$ cat src/rtl/regfile_wb_arbiter_pkg.sv
`default_nettype none
// ============================================================================
// Module      : wb_arb_pkg
// Description : Shared types, defaults and helpers for the write-back arbiter.
// Revision    : 1.0 - initial release
// ============================================================================
package wb_arb_pkg;

  localparam int XLEN_DEF    = 32;
  localparam int AW_DEF      = 5;
  localparam int NUM_REQ_MAX = 8;

  typedef struct packed {
    logic [AW_DEF-1:0]   addr;
    logic [XLEN_DEF-1:0] data;
  } wb_req_t;

  // Index following idx in a ring of n entries.
  function automatic int rr_next(input int idx, input int n);
    return (idx + 1 >= n) ? 0 : idx + 1;
  endfunction

endpackage
`default_nettype wire

$ cat src/rtl/regfile_wb_arbiter_rr_arbiter.sv
`default_nettype none
// ============================================================================
// Module      : rr_arbiter
// Description : One-hot request arbiter. Round-robin from ptr when
//               WB_ARB_RR_EN is defined, otherwise fixed lowest-index priority.
// Revision    : 1.0 - initial release
// ============================================================================
module rr_arbiter
  import wb_arb_pkg::*;
#(
  parameter int NUM_REQ = 2
) (
  input  logic [NUM_REQ-1:0]         req,
`ifdef WB_ARB_RR_EN
  input  logic [$clog2(NUM_REQ)-1:0] ptr,
`endif
  output logic [NUM_REQ-1:0]         grant,
  output logic [$clog2(NUM_REQ)-1:0] idx
);

  localparam int IW = $clog2(NUM_REQ);

  always_comb begin
    int   pos;
    logic found;
    grant = '0;
    idx   = '0;
    found = 1'b0;
    pos   = 0;
    for (int k = 0; k < NUM_REQ; k++) begin
`ifdef WB_ARB_RR_EN
      pos = (int'(ptr) + k) % NUM_REQ;
`else
      pos = k;
`endif
      if (!found && req[IW'(pos)]) begin
        found             = 1'b1;
        grant[IW'(pos)]   = 1'b1;
        idx               = IW'(pos);
      end
    end
  end

endmodule
`default_nettype wire

$ cat src/rtl/regfile_wb_arbiter.sv
`default_nettype none
// ============================================================================
// Module      : regfile_wb_arbiter
// Description : Shares the register-file write port between NUM_REQ sources;
//               one accept per cycle into a registered write stage.
//               Config macro: WB_ARB_RR_EN (round-robin; else fixed priority).
// Revision    : 1.0 - initial release
// ============================================================================
module regfile_wb_arbiter
  import wb_arb_pkg::*;
#(
  parameter int NUM_REQ = 2,
  parameter int XLEN    = XLEN_DEF,
  parameter int AW      = AW_DEF
) (
  input  logic                         clk,
  input  logic                         rst,
  input  logic [NUM_REQ-1:0]           req_valid,
  output logic [NUM_REQ-1:0]           req_ready,
  input  logic [NUM_REQ*AW-1:0]        req_addr,
  input  logic [NUM_REQ*XLEN-1:0]      req_data,
  output logic                         rf_we,
  output logic [AW-1:0]                rf_wa,
  output logic [XLEN-1:0]              rf_wd,
  output logic [$clog2(NUM_REQ)-1:0]   grant_id
);

  localparam int IW = $clog2(NUM_REQ);

  typedef struct packed {
    logic [AW-1:0]   addr;
    logic [XLEN-1:0] data;
  } req_t;

  req_t              req_arr [NUM_REQ];
  req_t              sel;
  logic [NUM_REQ-1:0] arb_req;
  logic [NUM_REQ-1:0] arb_grant;
  logic [IW-1:0]      arb_idx;
  logic               accept;

  for (genvar i = 0; i < NUM_REQ; i++) begin : g_unpack
    assign req_arr[i] = {req_addr[i*AW +: AW], req_data[i*XLEN +: XLEN]};
  end

  // Masking requests during reset keeps ready low without touching the payload path.
  assign arb_req = rst ? '0 : req_valid;

`ifdef WB_ARB_RR_EN
  logic [IW-1:0] rr_ptr;

  always_ff @(posedge clk) begin
    if (rst) begin
      rr_ptr <= '0;
    end else if (accept) begin
      rr_ptr <= IW'(rr_next(int'(arb_idx), NUM_REQ));
    end
  end
`endif

  rr_arbiter #(
    .NUM_REQ (NUM_REQ)
  ) u_arb (
    .req   (arb_req),
`ifdef WB_ARB_RR_EN
    .ptr   (rr_ptr),
`endif
    .grant (arb_grant),
    .idx   (arb_idx)
  );

  assign req_ready = arb_grant;
  assign accept    = |arb_grant;
  assign sel       = req_arr[arb_idx];

  // x0 writes are consumed but never raise the write enable.
  always_ff @(posedge clk) begin
    if (rst) begin
      rf_we    <= 1'b0;
      rf_wa    <= '0;
      rf_wd    <= '0;
      grant_id <= '0;
    end else if (accept) begin
      rf_we    <= |sel.addr;
      rf_wa    <= sel.addr;
      rf_wd    <= sel.data;
      grant_id <= arb_idx;
    end else begin
      rf_we    <= 1'b0;
    end
  end

endmodule
`default_nettype wire
$ cat config.mk
export PLATFORM = sky130hd
export DESIGN_NAME = regfile_wb_arbiter
export DESIGN_NICKNAME = d
export VERILOG_FILES = /design/src/rtl/regfile_wb_arbiter_pkg.sv /design/src/rtl/regfile_wb_arbiter_rr_arbiter.sv /design/src/rtl/regfile_wb_arbiter.sv
export SDC_FILE = /design/constraint.sdc
export NUM_CORES = 1
export LEC_CHECK = 0
export BUFFER_PORTS_ARGS = -buffer_cell sky130_fd_sc_hd__buf_4
export CELL_PAD_IN_SITES_DETAIL_PLACEMENT = 0
export CELL_PAD_IN_SITES_GLOBAL_PLACEMENT = 1
export CORE_ASPECT_RATIO = 1.2
export CORE_MARGIN = 4
export CORE_UTILIZATION = 27
export CTS_CLUSTER_DIAMETER = 60
export DETAILED_ROUTE_END_ITERATION = 10
export GPL_TIMING_DRIVEN = 0
export PLACE_DENSITY_LB_ADDON = 0.1
export SYNTH_ARGS = -nofsm -noshare
export SYNTH_HDL_FRONTEND = slang
export SYNTH_SLANG_ARGS = --single-unit
$ cat constraint.sdc
create_clock -name clk -period 2.4 [get_ports clk]
set_input_delay 0.48 -clock clk [delete_from_list [all_inputs] [get_ports clk]]
set_output_delay 0.48 -clock clk [all_outputs]
set_load 0.05 [all_outputs]
# Word-level counts from Yosys, hierarchy flattened
# Cells that the tools add are included.
# word_totals
mem_bits_rw,0
n_memories,0
register_bits,38
latch_bits,0
output_inout_bits,41
rom_bits,0
# op_classes
n_eq_ne,0
reduce_logical,2
bitwise_logic,1
shift,0
magnitude_cmp,0
add_sub_neg,0
n_mux,2
div,0
mul,0
# ops
cell,n
5-bit OR reduction,1
1-bit two-way mux,2
2-bit OR reduction,1
1-bit inverter,1

# Logic depth before layout (Yosys ltp)
# Gate-level depths: netlist (run 1).
# depth
ltp_word,4
mapped_depth,4

# Hierarchy
# From an unflattened synthesis (run 1), not the netlist that was laid out.
# unflattened
hier_cells,183
area_unflattened_um2,1960.6
# by_module_without_submodules
module,seq_area_each_um2,area_per_inst_um2,cells_each,instances
regfile_wb_arbiter,780.7,1934.4,179,1
rr_arbiter,0.0,26.3,4,1

# Least setup slack after synthesis (run 1)
# Ideal clock, no wire load.
# synth_path
path_kind,input -> output
startpoint,input req_valid[0]
endpoint,output req_ready[0]
n_path_buf,2
required_ps,1920
slack_ps,893
arrival_ps,1027
path_stages,3
path_cell_list,buf_4 nor2b_1 buf_4
# synth_between
elab_chain_len,2
# synth_rtl
item,line_no,source
from (decl),regfile_wb_arbiter.sv:18,"input logic [NUM_REQ-1:0] req_valid,"
1-bit two-way mux,regfile_wb_arbiter.sv:47,assign arb_req = rst ? '0 : req_valid;
1-bit two-way mux,-,
to (decl),regfile_wb_arbiter.sv:19,"output logic [NUM_REQ-1:0] req_ready,"
# No other way between the ends.

# Worst setup path after layout (run 1)
# Same ends and word-level chain as after synthesis.

==> metrics.md, run 1 <==
| Metric | Value |
|---|---|
| Fraction of the yosys area taken by sequential cells | `a little under three fifths` |
| Worst min path class | `in2reg` |
| Cell types with the largest area share after synthesis | `sky130_fd_sc_hd__dfxtp_1 (56%), sky130_fd_sc_hd__mux2i_1 (27%), sky130_fd_sc_hd__nor2_1 (10%), sky130_fd_sc_hd__buf_4 (2.2%), sky130_fd_sc_hd__buf_6 (1.6%)` |
| Die Wd | `73.0 um` |
| Yosys warnings | `0` |
| Fmax achieved | `approximately 600 MHz` |
| Layout-stage area growth over the synthesis result | `54.6%` |
| Clock tree from TritonCTS | `built` |
| Clk root buf | `sky130_fd_sc_hd__clkbuf_8` |
| Number of DRC markers after the initial detailed-route iteration | `10` |
| Cell occurring most often along the worst timing path | `sky130_fd_sc_hd__buf_4` |
| Detailed Routing Iterations Pass 1 | `4` |
| Power density relative to cell area | `692 nW/um^2` |
| TritonCTS Sinks | `38` |
| Distinct cell type count after synthesis | `11` |
| Result of the run | `complete, no violations` |
| Worst vdd ir | `between 0.2 and 0.3 mV` |
| # resized after CTS | `0` |
| Worst slack, placed | `0.708 ns` |
| Final hold vios | `0` |
| Cell total after placement | `~270` |
| Critical path peak fanout | `10` |
| Global router's overall resource usage | `11.2%` |
| Vias in the first global route | `1,221` |
| Detailed placement HPWL | `around 2600 um` |
| Source-to-sink clock delay at the later pin of the worst-skew pair | `between 0.2 and 0.3 ns` |
| Critical path, cell by cell | `buf_4 -> nor2b_1 -> buf_4 -> buf_4` |
| Via count | `1,159` |
| Total routed wirelength | `3320 um` |
| Data arrival time of the critical path | `1.20 ns` |
| Overflow left after global routing | `0` |
| Seq cells post-synth | `38` |
| Layout net count | `290` |
| H-tree level count | `2` |
| Die area | `around 6300 um^2` |
| Number of setup violations in the final report | `0` |
| Post-detailed-route DRC marker count | `0` |
| Largest buffer count on any clock path | `2` |
| Drt via density | `4.25` |
| Worst Path Class, Setup | `in2out` |
| First-pass GRT wire length | `5440 um` |
| Area of the core | `4940 um^2` |
| Number of nets still failing antenna checks after routing | `0` |
| Post-layout minimum cycle time | `1.68 ns` |
| Average footprint of a synthesized cell | `between 10 and 15 um^2` |
| Number of inserted diodes | `0` |
| Final cell count without fillers | `between 200 and 300` |
| Kind of end point of the critical path | `output pin` |
| Weighted congestion reported at the end of routability-driven placement | `0.716` |
| Routed wirelength normalized by instance count | `between 10 and 15 um` |
| Maximum number of pins on one net before global-route repair | `12` |
| Total Negative Setup Slacks | `0 ns` |
| Total of max-cap violations | `0` |
| Synth top area share | `55.5%` |
| Biggest cell delay along the critical path | `0.22 ns` |
| Fraction of layout instances using a drive strength above 1 | `a little over two fifths` |
| Final worst-path setup slack | `0.719 ns` |
| Port-buffer cells | `77` |
| Number of buffers created by CTS | `5` |
| Height of the die | `86.0 um` |
| Setup slack of the most critical reg-to-reg path | `between 1.5 and 2 ns` |
| Setup fix buffers added after clock tree synthesis | `0` |
| CTS Hold Bufs | `0` |
| Period utilisation layout | `70.0%` |
| Clock tree skew after final layout | `0 ns` |
| Post-synth design cell area | `around 1400 um^2` |
| Count of filler cells inserted in the layout | `492` |
| Dominant cell type by area after synthesis | `sky130_fd_sc_hd__dfxtp_1` |
| Req. time, crit path | `between 1.5 and 2 ns` |
| Kind of start point of the critical path | `input port` |
| Static leakage power | `roughly 1.1 nW` |
| Initial standard-cell utilization of the core | `27.7%` |
| Slew Limit Fails | `0` |
| RSZ-0062 raised after global routing | `false` |
| Post-CTS clock slew at the launch and capture registers of the worst setup and hold paths | `0.07 ns` |
| Power, Total | `1.47 mW` |
| Number of antenna violations at the first check in global routing | `0` |
| Critical-path top delay cell | `sky130_fd_sc_hd__nor2b_1` |
| Gate count after technology mapping | `127` |
| # rows | `28` |
| Top-Level Pins | `119` |
state kept, by name, summed over array words and instances (netlist names):
| register | flops |
|---|---|
| rf_we | 1 |
| rf_wa | 5 |
| rf_wd | 32 |
layout make-up:
type	instances	area [um^2]	area share, %
flip-flops and latches	38	761	35.9
repair buffers	77	578	27.3
multi-input cells	79	538	25.4
clock buffers	7	86.3	4.08
plain buffers	11	75.1	3.54
well taps	60	75.1	3.54
clock inverters	1	5.00	0.236
cells by family after synthesis:
group,count (synthesis),share of synthesized area (%)
AO/OA/AOI/OAI,1,0.548
buffers and inverters,11,5.48
flip-flops,38,55.5
multiplexers,37,27.0
other,1,0.274
AND/OR/NAND/NOR,39,11.1
placed cells by master (no fill, tap or decap):
master and count:
sky130_fd_sc_hd__buf_4 81, sky130_fd_sc_hd__dfxtp_1 38, sky130_fd_sc_hd__mux2i_1 37, sky130_fd_sc_hd__nor2_1 37, sky130_fd_sc_hd__clkbuf_8 6, sky130_fd_sc_hd__buf_2 3, sky130_fd_sc_hd__buf_1 2, sky130_fd_sc_hd__buf_6 2
sky130_fd_sc_hd__conb_1 2, sky130_fd_sc_hd__nor2b_1 1, sky130_fd_sc_hd__or4_1 1, sky130_fd_sc_hd__o21a_1 1, sky130_fd_sc_hd__clkbuf_1 1, sky130_fd_sc_hd__clkinv_2 1
cells in the mapped netlist:
cell,n
sky130_fd_sc_hd__dfxtp_1,38
sky130_fd_sc_hd__mux2i_1,37
sky130_fd_sc_hd__nor2_1,37
sky130_fd_sc_hd__buf_4,4
sky130_fd_sc_hd__buf_2,3
sky130_fd_sc_hd__buf_1,2
sky130_fd_sc_hd__buf_6,2
sky130_fd_sc_hd__conb_1,1
sky130_fd_sc_hd__nor2b_1,1
sky130_fd_sc_hd__o21a_1,1
sky130_fd_sc_hd__or4_1,1
per-stage QoR:
stage	util, %	hold WS (ns)	area, um^2
5_1_grt	42.9	0.411	2120
4_1_cts	42.9	0.410	2120
2_1_floorplan	-	0.604	1370
6_report	42.9	0.422	2120
3_5_place_dp	41.0	0.484	2030
3_3_place_gp	41.0	0.475	2030
layer usage:
metal | part of all wire [%] | global-route usage [%]
met1 | 36 | 11.0
met2 | 53 | 19.7
met3 | 11 | 5.74
met4 | 0.69 | 4.03
met5 | 0 | 0
final timing paths:
path / start / end / cells after the start
setup / recovery: req_valid[0] / req_ready[0] / 4
hold / removal: req_addr[0] / rf_we$_SDFF_PP0_ / 2
setup reg to reg: rf_wd[22]$_SDFFE_PP0P_ / rf_wd[22]$_SDFFE_PP0P_ / 2
hold reg to reg: rf_wd[8]$_SDFFE_PP0P_ / rf_wd[8]$_SDFFE_PP0P_ / 2
power breakdown:
part	internal, mW	switching, mW	total (mW)
Clock	0.231	0.201	0.433
Sequential	0.668	0.0188	0.687
Combinational	0.133	0.212	0.345
worst max-delay path: cells and delay by family:
| kind | cells | cell delay [ns] |
|---|---|---|
| AND/OR/NAND/NOR | 1 | 0.22 |
| buffers and inverters | 3 | 0.49 |
No activity file was read; power rests on OpenSTA's default activity.
==> inputs of run 2 (changes only) <==
- CORE_UTILIZATION: 27 -> 25
- clock period: 2.4 -> 1.6 ns (I/O delays scaled with it)
==> run 2 against run 1 <==
Net effect: worst hold slack worse by 0.16 ns; final cell count grew 0.73%; critical endpoint unchanged; via count fell by 1.7%; highest routed layer unchanged; non-clock buffer count unchanged; first-iteration DRC count increased by 70%; sequential share of layout area is essentially flat.
==> metrics.md, run 2 (same netlist as run 1, synthesis figures left out) <==
| Metric | Value |
|---|---|
| Result of the run | `complete, no violations` |
| Part of the power in the clock network | `30.0% (+0.5 points)` |
| Via count | `1,139 (-1.7%)` |
| Static leakage power | `1.09 nW (unchanged)` |
| Weighted congestion reported at the end of routability-driven placement | `0.660 (-7.9%)` |
| Clock tree skew after final layout | `0 ns (unchanged)` |
| Worst vdd ir | `0.434 mV (+46%)` |
| H-tree level count | `2 (unchanged)` |
| Most common cell after layout, fill and taps aside | `sky130_fd_sc_hd__buf_4` |
| Setup fix buffers added after clock tree synthesis | `0 (unchanged)` |
| Number of nets still failing antenna checks after routing | `0 (unchanged)` |
| TritonCTS Sinks | `38 (unchanged)` |
| Maximum number of pins on one net before global-route repair | `12 (unchanged)` |
| Vias in the first global route | `1,166 (-4.5%)` |
| Clock tree from TritonCTS | `built` |
| Worst Hold Margin | `0.259 ns (-0.163 ns)` |
| Internal power summed over all cells | `1.55 mW (+50%)` |
| Number of DRC markers after the initial detailed-route iteration | `17 (+7)` |
| Die Wd | `75.6 um (+3.5%)` |
| RSZ-0062 raised after global routing | `false` |
| Fraction of layout instances using a drive strength above 1 | `43.7% (unchanged)` |
| Height of the die | `89.1 um (+3.6%)` |
| Total Negative Setup Slacks | `0 ns (unchanged)` |
| Period utilisation layout | `~83%` |
| Kind of start point of the critical path | `input port` |
| Initial standard-cell utilization of the core | `25.9% (-1.9 points)` |
| First-pass GRT wire length | `5240 um (-3.7%)` |
| Final hold vios | `0 (unchanged)` |
| Post-CTS clock slew at the launch and capture registers of the worst setup and hold paths | `0.07 ns (about the same)` |
| Overflow left after global routing | `0 (unchanged)` |
| Largest buffer count on any clock path | `2 (unchanged)` |
| Most flops, register | `rf_wd` |
| Post-detailed-route DRC marker count | `0 (unchanged)` |
| Power density relative to cell area | `1040 nW/um^2 (+51%)` |
| Biggest registers after layout | `rf_wd x32, rf_wa x5, rf_we x1` |
| Clk root buf | `sky130_fd_sc_hd__clkbuf_8` |
| Layout-stage area growth over the synthesis result | `54.8%` |
| Power, Total | `2.21 mW (+51%)` |
| Kind of end point of the critical path | `output pin` |
| Fmax achieved | `~750 MHz` |
| Net Sw Power | `662 uW (+53%)` |
| Source-to-sink clock delay at the later pin of the worst-skew pair | `0.28 ns (about the same)` |
| Drt via density | `4.14 (-2.4%)` |
| Worst Path Class, Setup | `in2out` |
| Number of antenna violations at the first check in global routing | `0 (unchanged)` |
| Number of inserted diodes | `0 (unchanged)` |
| Slew Limit Fails | `0 (unchanged)` |
| Area of the core | `5300 um^2 (+7.2%)` |
| Top-Level Pins | `119 (unchanged)` |
| Post-layout minimum cycle time | `~1.3 ns` |
| Share of total power consumed by net switching | `30.0% (+0.43 points)` |
| Routed wirelength normalized by instance count | `12.3 um (+1.0%)` |
| Die area | `6730 um^2 (+7.2%)` |
| CTS Hold Bufs | `0 (unchanged)` |
| # resized after CTS | `0 (unchanged)` |
| Port-buffer cells | `77 (unchanged)` |
| Detailed Routing Iterations Pass 1 | `2 (-2)` |
| # rows | `29 (+3.6%)` |
| Detailed placement HPWL | `2580 um (-1.2%)` |
| Global router's overall resource usage | `10.4% (-0.77 points)` |
| Combinational power share | `23.3% (-0.3 points)` |
| Total routed wirelength | `3370 um (+1.8%)` |
| Number of buffers created by CTS | `5 (unchanged)` |
| Critical path peak fanout | `10 (unchanged)` |
| Total of max-cap violations | `0 (unchanged)` |
| Layout net count | `290 (unchanged)` |
| Portion of total power attributed to sequential cells | `46.6% (-0.3 points)` |
| Number of setup violations in the final report | `0 (unchanged)` |
| Worst min path class | `in2reg` |
| Flip-flop count of the largest register, all copies and words added | `32 (unchanged)` |
| Data arrival time of the critical path | `1.00 ns (-0.20 ns)` |
| Req. time, crit path | `1.28 ns (-0.64 ns)` |
| Commonest non-fill, non-tap cells in the layout | `sky130_fd_sc_hd__buf_4 (81), sky130_fd_sc_hd__dfxtp_1 (38), sky130_fd_sc_hd__mux2i_1 (37), sky130_fd_sc_hd__nor2_1 (37), sky130_fd_sc_hd__clkbuf_8 (6)` |
| End-of-flow core utilization | `40.0% (-2.8 points)` |
run 2: cell counts in the layout (fill, tap and decap cells not counted):
No cell type changed its count.
run 2: path summary, 6_finish.rpt:
check	cells after the start	to	slack [ns]	start
max	4	req_ready[0]	0.28	req_valid[0]
max reg2reg	2	rf_wd[11]$_SDFFE_PP0P_	0.98	rf_wd[11]$_SDFFE_PP0P_
min reg2reg	2	rf_wd[6]$_SDFFE_PP0P_	0.50	rf_wd[6]$_SDFFE_PP0P_
min	2	rf_we$_SDFF_PP0_	0.26	req_addr[0]
run 2: routing by layer:
metal  track usage, %  part of all wire (%)  wire [um]  vias to the layer above
met2             17.3                    48       1610                       50
met5                0                     0          0                        -
met3             4.95                    11        372                        5
met1             11.3                    40       1340                      506
met4             4.29                   1.7         58                        0
li1                 -                     -          -                      578
run 2: worst max-delay path, cell delays in order:
cell and delay, ns:
sky130_fd_sc_hd__buf_4 0.19, sky130_fd_sc_hd__nor2b_1 0.19, sky130_fd_sc_hd__buf_4 0.12, sky130_fd_sc_hd__buf_4 0.18
run 2: area by class of cell:
class	count	area, um^2
tap	62	77.6
clock buffer	7	86.3
sequential	38	761
fill	553	3180
clock inverter	1	5.00
buffer	11	75.1
timing repair buffer	77	578
multi-input combinational	79	538
run 2: power groups by stage:
stage,Combinational (mW),Clock (mW),Sequential [mW]
floorplan,0.138,0,1.25
global placement,0.518,0,1.05
detailed placement,0.523,0,1.05
CTS,0.524,0.711,1.03
global route,0.550,0.747,1.04
finish,0.516,0.664,1.03
run 2: metrics by stage:
step / setup slack, ns / area [um^2] / std cells
floorplan: 0.413 / 1370 / 128
global placement: 0.278 / 2030 / 267
detailed placement: 0.260 / 2030 / 267
CTS: 0.260 / 2120 / 275
global route: 0.185 / 2120 / 275
finish: 0.275 / 2120 / 275
==> inputs of run 3 (changes only) <==
- clock period: 1.6 -> 1.25 ns (I/O delays scaled with it)
==> run 3 against run 2 <==
Net effect: final cell count did not move; cell area rose by 0.12%; via count fell by 0.18%; largest power group unchanged.
==> metrics.md, run 3 (same netlist as run 1, synthesis figures left out) <==
| Metric | Value |
|---|---|
| Slew Limit Fails | `0 (unchanged)` |
| Overflow left after global routing | `0 (unchanged)` |
| Critical path, cell by cell | `buf_4 -> nor2b_2 -> buf_4 -> buf_4` |
| Worst min path class | `in2reg` |
| Setup fix buffers added after clock tree synthesis | `0 (unchanged)` |
| Number of inserted diodes | `0 (unchanged)` |
| Cell occurring most often along the worst timing path | `sky130_fd_sc_hd__buf_4` |
| Cell total after placement | `267 (unchanged)` |
| Met3 routed wirelength | `372 um (unchanged)` |
| Layout net count | `290 (unchanged)` |
| Commonest non-fill, non-tap cells in the layout | `sky130_fd_sc_hd__buf_4 (81), sky130_fd_sc_hd__dfxtp_1 (38), sky130_fd_sc_hd__mux2i_1 (37), sky130_fd_sc_hd__nor2_1 (37), sky130_fd_sc_hd__clkbuf_8 (6)` |
| Result of the run | `complete, no violations` |
| Largest buffer count on any clock path | `2 (unchanged)` |
| Req. time, crit path | `1.00 ns (-0.28 ns)` |
| First-pass GRT wire length | `5240 um (unchanged)` |
| Drt via density | `4.13 (-0.18%)` |
| CTS Hold Bufs | `0 (unchanged)` |
| H-tree level count | `2 (unchanged)` |
| Gate family responsible for the most delay along the worst path | `buffers and inverters` |
| Post-layout minimum cycle time | `1.16 ns` |
| Worst Hold Margin | `0.190 ns (-0.0688 ns)` |
| Period utilisation layout | `just over 90%` |
| Worst Path Class, Setup | `in2out` |
| Routed wirelength normalized by instance count | `12.3 um (about the same)` |
| Most flops, register | `rf_wd` |
| Met2 wire length | `1600 um (about the same)` |
| Maximum number of pins on one net before global-route repair | `12 (unchanged)` |
| Clock tree skew after final layout | `0 ns (unchanged)` |
| Vias in the first global route | `1,166 (unchanged)` |
| Worst slack, placed | `0.0412 ns (-0.219 ns)` |
| Weighted congestion reported at the end of routability-driven placement | `0.660 (unchanged)` |
| Detailed Routing Iterations Pass 1 | `2 (unchanged)` |
| Total of max-cap violations | `0 (unchanged)` |
| # rows | `29 (unchanged)` |
| Top-Level Pins | `119 (unchanged)` |
| Critical path peak fanout | `10 (unchanged)` |
| Final hold vios | `0 (unchanged)` |
| Total routed wirelength | `3380 um (about the same)` |
| Detailed placement HPWL | `2580 um (unchanged)` |
| Final worst-path setup slack | `0.0852 ns (-0.190 ns)` |
| Finished layout cell area | `2120 um^2 (+0.12%)` |
| Height of the die | `89.1 um (unchanged)` |
| Kind of end point of the critical path | `output pin` |
| Uppermost metal layer occupied by signal nets | `met4` |
| RSZ-0062 raised after global routing | `false` |
| Global router's overall resource usage | `10.4% (unchanged)` |
| Number of setup violations in the final report | `0 (unchanged)` |
| Count of filler cells inserted in the layout | `552 (-0.18%)` |
| Most common cell after layout, fill and taps aside | `sky130_fd_sc_hd__buf_4` |
| TritonCTS Sinks | `38 (unchanged)` |
| Biggest cell delay along the critical path | `0.19 ns (about the same)` |
| Clk root buf | `sky130_fd_sc_hd__clkbuf_8` |
| Initial standard-cell utilization of the core | `25.9% (unchanged)` |
| Number of buffers created by CTS | `5 (unchanged)` |
| Final cell count without fillers | `275 (unchanged)` |
| Source-to-sink clock delay at the later pin of the worst-skew pair | `0.28 ns (about the same)` |
| Kind of start point of the critical path | `input port` |
| Total Negative Setup Slacks | `0 ns (unchanged)` |
| Post-CTS clock slew at the launch and capture registers of the worst setup and hold paths | `0.07 ns (about the same)` |
| Data arrival time of the critical path | `0.91 ns (-0.09 ns)` |
| Number of antenna violations at the first check in global routing | `0 (unchanged)` |
| Biggest registers after layout | `rf_wd x32, rf_wa x5, rf_we x1` |
| Critical-path top delay cell | `sky130_fd_sc_hd__buf_4` |
| Flip-flop count of the largest register, all copies and words added | `32 (unchanged)` |
| Power density relative to cell area | `1330 nW/um^2 (+28%)` |
| Via count | `1,137 (-0.18%)` |
| Layout-stage area growth over the synthesis result | `55.0%` |
| Wl on met1 | `1340 um (about the same)` |
| Area of the core | `5300 um^2 (unchanged)` |
| Die area | `6730 um^2 (unchanged)` |
| Number of nets still failing antenna checks after routing | `0 (unchanged)` |
| Fraction of layout instances using a drive strength above 1 | `44.1% (+0.47 points)` |
| Static leakage power | `1.09 nW (about the same)` |
| Cell area after placement | `2030 um^2 (unchanged)` |
| Worst vdd ir | `0.556 mV (+28%)` |
| Port-buffer cells | `77 (unchanged)` |
| Fmax achieved | `858 MHz` |
| Critical path buffer and inverter count | `3 (unchanged)` |
| Post-detailed-route DRC marker count | `0 (unchanged)` |
| Clock tree from TritonCTS | `built` |
| Number of DRC markers after the initial detailed-route iteration | `17 (unchanged)` |
| Die Wd | `75.6 um (unchanged)` |
run 3: power by group:
group | switching, mW | internal [mW] | total [mW] | leakage [nW]
combinational | 0.406 | 0.255 | 0.661 | 0.732
sequential | 0.0363 | 1.28 | 1.32 | 0.314
clock | 0.406 | 0.445 | 0.850 | 0.0482
run 3: area by class of cell:
type | instances | area [um^2] | share of cell area, %
Sequential cell | 38 | 761 | 35.8
Timing Repair Buffer | 77 | 578 | 27.2
Multi-Input combinational cell | 79 | 541 | 25.5
Clock buffer | 7 | 86.3 | 4.07
Tap cell | 62 | 77.6 | 3.65
Buffer | 11 | 75.1 | 3.54
Clock inverter | 1 | 5.00 | 0.236
run 3: worst paths after layout:
| path | end | cells after the start | start | slack, ns |
|---|---|---|---|---|
| min reg2reg | rf_wd[6]$_SDFFE_PP0P_ | 2 | rf_wd[6]$_SDFFE_PP0P_ | 0.50 |
| max | req_ready[0] | 4 | req_valid[0] | 0.09 |
| max reg2reg | rf_wd[11]$_SDFFE_PP0P_ | 2 | rf_wd[11]$_SDFFE_PP0P_ | 0.63 |
| min | rf_we$_SDFF_PP0_ | 2 | req_addr[0] | 0.19 |
run 3: worst reg2reg max path: stages (launching register included):
cell and delay [ns]:
sky130_fd_sc_hd__dfxtp_1 0.32, sky130_fd_sc_hd__mux2i_1 0.13, sky130_fd_sc_hd__nor2_1 0.06
run 3: through the flow:
step / util, % / total power [mW]
after floorplan: - / 1.77
after global placement: 38.3 / 2.01
after detailed placement: 38.3 / 2.02
after CTS: 40.0 / 2.90
after global routing: 40.1 / 2.99
final: 40.1 / 2.83
run 3: layer usage:
metal	vias up	global-route usage [%]
li1	578	-
met1	504	11.3
met2	50	17.3
met3	5	4.95
met4	0	4.29
met5	-	0
run 3: timing repair:
action                     in CTS  in global routing
setup endpoints to repair       0                  1
resized for setup               0                  1
hold endpoints to repair        0                  0
